[src/rtl/sys_bridge_timer_pkg.sv]
// Shared constants and types for the CPU-side system bridge and its two timer/counters.
package sys_bridge_timer_pkg;

  localparam logic [1:0] TC_IDLE = 2'b00;
  localparam logic [1:0] TC_LOAD = 2'b01;
  localparam logic [1:0] TC_CNT  = 2'b10;
  localparam logic [1:0] TC_INT  = 2'b11;

  localparam logic [1:0] TC_MODE_ONESHOT = 2'b00;
  localparam logic [1:0] TC_MODE_RELOAD  = 2'b01;

  localparam logic [1:0] TC_REG_CTRL   = 2'd0;
  localparam logic [1:0] TC_REG_PRESET = 2'd1;
  localparam logic [1:0] TC_REG_COUNT  = 2'd2;

  typedef struct packed {
    logic       im;
    logic [1:0] mode;
    logic       en;
  } tc_ctrl_t;

  // Only the auto-reload code re-arms; every other MODE value runs once.
  function automatic logic is_reload(input logic [1:0] mode);
    return mode == TC_MODE_RELOAD;
  endfunction

endpackage

[src/rtl/sys_bridge_timer_timer_counter.sv]
// One memory-mapped timer/counter: CTRL/PRESET/COUNT registers, count FSM and masked IRQ.
module sys_bridge_timer_timer_counter
  import sys_bridge_timer_pkg::*;
(
  input  logic        clk,
  input  logic        reset,
  input  logic        WE,
  input  logic [3:2]  Addr,
  input  logic [31:0] Din,
  output logic [31:0] Dout,
  output logic        IRQ,
  output logic [1:0]  o_state
);

  tc_ctrl_t    r_ctrl;
  logic [31:0] r_preset;
  logic [31:0] r_count;
  logic        r_irq;
  logic [1:0]  r_state;
  logic        w_ctrl_wr;

  assign w_ctrl_wr = WE && (Addr == TC_REG_CTRL);

  always_ff @(posedge clk or negedge reset) begin
    if (!reset) begin
      r_ctrl   <= '0;
      r_preset <= '0;
      r_count  <= '0;
      r_irq    <= 1'b0;
      r_state  <= TC_IDLE;
    end else begin
      if (WE && (Addr == TC_REG_PRESET)) r_preset <= Din;
      if (w_ctrl_wr) begin
        r_ctrl <= tc_ctrl_t'(Din[3:0]);
        r_irq  <= 1'b0;
      end
      // A CTRL write with EN=0 overrides whatever the FSM would have done.
      if (w_ctrl_wr && !Din[0]) begin
        r_state <= TC_IDLE;
      end else begin
        case (r_state)
          TC_IDLE: if (r_ctrl.en) r_state <= TC_LOAD;
          TC_LOAD: begin
            r_count <= r_preset;
            r_state <= TC_CNT;
          end
          TC_CNT: begin
            if (!r_ctrl.en) begin
              r_state <= TC_IDLE;
            end else if (r_count > 32'd1) begin
              r_count <= r_count - 32'd1;
            end else begin
              r_count <= '0;
              r_irq   <= 1'b1;
              r_state <= TC_INT;
            end
          end
          default: begin
            if (is_reload(r_ctrl.mode)) begin
              r_irq   <= 1'b0;
              r_state <= TC_LOAD;
            end else begin
              if (!w_ctrl_wr) r_ctrl.en <= 1'b0;
              r_state <= TC_IDLE;
            end
          end
        endcase
      end
    end
  end

  always_comb begin
    Dout = '0;
    case (Addr)
      TC_REG_CTRL:   Dout = {28'b0, r_ctrl};
      TC_REG_PRESET: Dout = r_preset;
      TC_REG_COUNT:  Dout = r_count;
      default:       Dout = '0;
    endcase
  end

  assign IRQ     = r_irq & r_ctrl.im;
  assign o_state = r_state;

endmodule

[src/rtl/sys_bridge_timer.sv]
// CPU bus bridge: decodes the two timer windows, muxes read data and builds the HWInt vector.
module sys_bridge_timer
  import sys_bridge_timer_pkg::*;
#(
  parameter logic [31:0] TC0_BASE = 32'h0000_7F00,
  parameter logic [31:0] TC1_BASE = 32'h0000_7F10,
  parameter int          SYNC_STG = 2
) (
  input  logic        clk,
  input  logic        reset,
  input  logic [31:2] PrAddr,
  input  logic        PrWE,
  input  logic [31:0] PrWD,
  output logic [31:0] PrRD,
  input  logic [3:0]  ExtInt,
  output logic [5:0]  HWInt,
  output logic [1:0]  o_tc0_state,
  output logic [1:0]  o_tc1_state
);

  logic        w_sel0;
  logic        w_sel1;
  logic [31:0] w_dout0;
  logic [31:0] w_dout1;
  logic        w_irq0;
  logic        w_irq1;
  logic [3:0]  r_sync [SYNC_STG];

  assign w_sel0 = (PrAddr[31:4] == TC0_BASE[31:4]);
  assign w_sel1 = (PrAddr[31:4] == TC1_BASE[31:4]);

  sys_bridge_timer_timer_counter u_tc0 (
    .clk     (clk),
    .reset   (reset),
    .WE      (PrWE && w_sel0),
    .Addr    (PrAddr[3:2]),
    .Din     (PrWD),
    .Dout    (w_dout0),
    .IRQ     (w_irq0),
    .o_state (o_tc0_state)
  );

  sys_bridge_timer_timer_counter u_tc1 (
    .clk     (clk),
    .reset   (reset),
    .WE      (PrWE && w_sel1),
    .Addr    (PrAddr[3:2]),
    .Din     (PrWD),
    .Dout    (w_dout1),
    .IRQ     (w_irq1),
    .o_state (o_tc1_state)
  );

  always_comb begin
    PrRD = '0;
    if (w_sel0)      PrRD = w_dout0;
    else if (w_sel1) PrRD = w_dout1;
  end

  // ExtInt is asynchronous to clk; only the last stage is allowed to reach HWInt.
  always_ff @(posedge clk or negedge reset) begin
    if (!reset) begin
      for (int i = 0; i < SYNC_STG; i++) r_sync[i] <= '0;
    end else begin
      r_sync[0] <= ExtInt;
      for (int i = 1; i < SYNC_STG; i++) r_sync[i] <= r_sync[i-1];
    end
  end

  assign HWInt = {r_sync[SYNC_STG-1], w_irq1, w_irq0};

endmodule

[config.mk]
export PLATFORM = sky130hd
export DESIGN_NAME = sys_bridge_timer
export DESIGN_NICKNAME = d
export VERILOG_FILES = /design/src/rtl/sys_bridge_timer_pkg.sv /design/src/rtl/sys_bridge_timer_timer_counter.sv /design/src/rtl/sys_bridge_timer.sv
export SDC_FILE = /design/constraint.sdc
export NUM_CORES = 1
export LEC_CHECK = 0
export BUFFER_PORTS_ARGS = -buffer_cell sky130_fd_sc_hd__buf_2
export CAP_MARGIN = 30
export CELL_PAD_IN_SITES_DETAIL_PLACEMENT = 1
export CELL_PAD_IN_SITES_GLOBAL_PLACEMENT = 2
export CORE_MARGIN = 5
export CORE_UTILIZATION = 40
export CTS_BUF_LIST = sky130_fd_sc_hd__clkbuf_4 sky130_fd_sc_hd__clkbuf_8 sky130_fd_sc_hd__clkbuf_16
export CTS_CLUSTER_DIAMETER = 100
export DETAILED_ROUTE_END_ITERATION = 10
export PLACE_DENSITY = 0.9
export SETUP_SLACK_MARGIN = 0.05
export SLEW_MARGIN = 5
export SYNTH_ARGS = -nofsm -noshare
export SYNTH_HDL_FRONTEND = slang
export SYNTH_SLANG_ARGS = --single-unit
[constraint.sdc]
create_clock -name clk -period 6.9 [get_ports clk]
set_input_delay 0.345 -clock clk [delete_from_list [all_inputs] [get_ports clk]]
set_output_delay 0.345 -clock clk [all_outputs]
set_load 0.005 [all_outputs]
==> summary.md <==
| Metric | Value |
|---|---|
| Synth Warn # | 0 |
| Placed cell area | around 0.0096 mm² |
| Die H | around 160 µm |
| Synth area leaders | dfrtp_1 (42%), mux2_2 (8.6%), a22oi_1 (6.4%) |
| Worst-Skew Late Latency | 0.43 ns |
| Largest family of logic cells by synthesized area | compound AO/OA/AOI/OAI gates |
| Largest area contributor in the netlist | dfrtp_1 |
| Antenna diode instance count | 0 |
| Worst reg2reg setup slack | about 3.7 ns |
| Layout area overhead | 15.5% |
| Cts bufs inserted | 17 |
| WL per Instance | around 25 µm |
| Synth Net Count | ~1000 |
| Root Driver | clkbuf_16 |
| Initial Utilization | approximately two fifths |
| Mean Syn Cell Area | approximately 9.6 µm² |
| Worst path required time | ~7.2 ns |
| Full die area | 0.0252 mm² |
| Initial antenna violation count | 1 |
| Fin Hold WS | -0.0254 ns |
| Final hold violation count | 6 |
| Element type at the critical path end | flip-flop |
| Compound-Gate Fraction of Synth Area | between 20% and 30% |
| Final setup fails | 0 |
| CP Cell Sequence | inv_1 > ha_1 > clkinv_1 > o21ai_0 > or2_2 > nor4_1 > a211o_1 |
| Slew Limit Fails | 0 |
| Netlist Area Pre-Place | around 0.0089 mm² |
| Vias in the first global route | roughly 8500 |
| Pin count of the biggest net entering global routing | between 90 and 100 |
| Post-CTS Setup Inserts | 0 |
| CP arrival | ~3.5 ns |
| Clock sink count | 150 |
| Pleak | approximately 4.5 nW |
| Most frequent cells in the layout | dfrtp_1 (150), buf_2 (109), o21ai_0 (78) |
| XOR/XNOR Fraction of Synth Area | 0% |
| Port Buf Inserts | 110 |
| Adder-Cell Fraction of Synth Area | around 1.7% |
| ANT nets after route | 0 |
| CP startpoint | u_tc0.o_state[0]$_DFFE_PN0P_ |
| Setup TNS | 0 ns |
| # nets final | 1077 |
| GRT overflow | 0 |
| CP max stage cell | or2_2 |
| Clock-pin slew on the worst setup and hold paths | 0.06 ns |
| First-pass GRT wire length | roughly 50000 µm |
| Vias per cell | 6.47 |
| Least-Margin Pin Slew | 0.904 ns |
| Final period util | 46.0% |
| CP Class | reg2reg |
| Io pins | between 100 and 150 |
| Seq/Total Area, Yosys | between 40% and 50% |
| Share of cells above drive strength 1 | 24.9% |
| Total power | approximately 1.9 mW |
| Core footprint | around 0.022 mm² |
| FF+latch count, synth | 150 |
| Slew margin rel. | 39.7% |
| DP HPWL | about 22000 µm |
| Peak VDD IR | 0.148 mV |
| Reg2reg end | u_tc0.r_count[28]$_DFFE_PN0P_ |
| Mux share of post-synthesis cell area | about 10% |
| Longest Clk Path Bufs | 2 |
| Crit path depth | 7 |
| Slowest stage delay, CP | 0.65 ns |
| Final min period | about 3.2 ns |
| Crit path to | u_tc0.r_count[28]$_DFFE_PN0P_ |
| Post-Synth Simple-Gate Area | between 10% and 20% |
| Reg2reg start | u_tc0.o_state[0]$_DFFE_PN0P_ |
| # resized after CTS | 0 |
| DRC viols | 0 |
| Failing checks | negative hold slack |
| Post-Route WL | between 30000 and 40000 µm |
| Delay-heaviest family, CP | simple AND/OR/NAND/NOR gates |
| Worst-path maximum fanout | 45 |
| Async SR Flop Fraction | 100% |
| Crit path launch type | flip-flop |
| Unrepaired setup endpoints after global routing | no |
| Synth unique cells | 74 |
| Routed vias | between 8000 and 9000 |
| Total track usage | roughly 25% |
| DRT Pass-1 Iters | 5 |
| Die Wd | 159 µm |
| H-tree Lvls | 4 |
| Run status | finished with violations |
| Routability cong. | between 0.8 and 0.9 |
| Commonest non-fill, non-tap cell in the layout | dfrtp_1 |
| Cells after Synth | a little over 900 |
| Hold buffer count at CTS | 0 |
| Finished Cell Area | 0.0102 mm² |
| Cell area power density | between 150 and 200 mW/mm² |
| Max-cap check violation count | 0 |
| Clk_skew | ~0.011 ns |
| Top cell type's share of synthesized area | between 40% and 50% |
| Fmax | 315 MHz |
| Top FF cell, synth | dfrtp_1 |
| CTS tree | done |
| Finished Layout Cells | around 1300 |
| Rows | 54 |
| Hold Crit Class | in2async |
| Initial DRC count | between 700 and 800 |
| Dpl cells | about 1300 |
| Post-synth EDFFs | 0 |
| Critical path buffers and inverters | 2 |
| Reg2Reg Depth | 7 |
[Yosys cell counts, types with 3 or more instances]
cell type  number
buf_2          19
a2111oi_0       3
inv_1          29
a32oi_1        13
ha_1           12
nor4_1         18
a32o_1          3
or4_1           7
a221o_1         5
nor2b_1         3
clkbuf_1       41
a21oi_1        53
o2bb2ai_1       6
or3b_2          3
o31a_1          3
nor3_1         36
buf_1           3
o22ai_1        35
mux2_2         68
a22oi_1        75
nor2_1         57
nand3_1        15
nand2_1        52
mux2_1          3
o21ai_0        78
or3_1           7
nor4b_1         4
o31ai_1         3
nand2b_1        6
nand4_1         7
buf_4          12
o311ai_0        3
dfrtp_1       150
a22o_1         19
a211oi_1        3
and4_1          6
nor4_2          5
mux2i_1         9
[sequential cells by signal (all words and copies together), names as in the netlist]
register / cells
u_tc1.o_state: 2
u_tc0.r_ctrl: 4
u_tc1.r_irq: 1
HWInt: 4
u_tc0.o_state: 2
r_sync: 4
u_tc1.r_count: 32
u_tc1.r_ctrl: 4
u_tc0.r_irq: 1
u_tc0.r_preset: 32
u_tc0.r_count: 32
u_tc1.r_preset: 32
[how the worst min path moves through the flow]
stage                                    from                  end  slack (ns)
after floorplan                         reset   HWInt[2]$_DFF_PN0_        0.05
after global placement    r_sync[4]$_DFF_PN0_   HWInt[2]$_DFF_PN0_        0.33
after detailed placement  r_sync[5]$_DFF_PN0_   HWInt[3]$_DFF_PN0_        0.34
after CTS                           ExtInt[1]  r_sync[5]$_DFF_PN0_       0.008
after global routing                ExtInt[1]  r_sync[5]$_DFF_PN0_       0.004
final                                   reset   HWInt[4]$_DFF_PN0_       -0.03
[cells by family (layout without fill, tap and decap cells)]
kind of cell / count (synthesis) / in the layout
flops: 150 / 150
buf+inv: 108 / 188
compound gates: 327 / 327
fa+ha+maj: 12 / 12
mux: 80 / 80
simple gates: 250 / 250
[final cells by class]
class	count	area (µm²)
timing repair buffer	128	796
fill	2513	11600
inverter	30	113
clock buffer	17	425
sequential	150	3750
multi-input combinational	669	4670
clock inverter	13	135
tap	280	350
[stage by stage]
step / utilization, % / setup WS (ns)
detailed placement: 44.0 / 3.52
floorplan: - / 4.59
CTS: 46.5 / 3.74
global placement: 43.6 / 3.15
finish: 46.9 / 3.73
global route: 46.9 / 3.45
[power breakdown]
part           leakage, nW  internal (mW)  total (mW)  switching, mW
clock network        0.263          0.527       0.923          0.396
logic                 2.25         0.0297      0.0984         0.0687
registers             1.95          0.885       0.890        0.00489
[layer usage]
| metal | GRT usage [%] | up-vias | part of all wire (%) | wire [µm] |
|---|---|---|---|---|
| met5 | 0 | - | 0.041 | 13 |
| met3 | 5.08 | 48 | 6.1 | 1920 |
| li1 | - | 3688 | - | - |
| met1 | 34.7 | 4273 | 45 | 14300 |
| met2 | 38.5 | 310 | 46 | 14700 |
| met4 | 6.53 | 2 | 2.3 | 723 |
No activity file was read; power rests on OpenSTA's default activity.
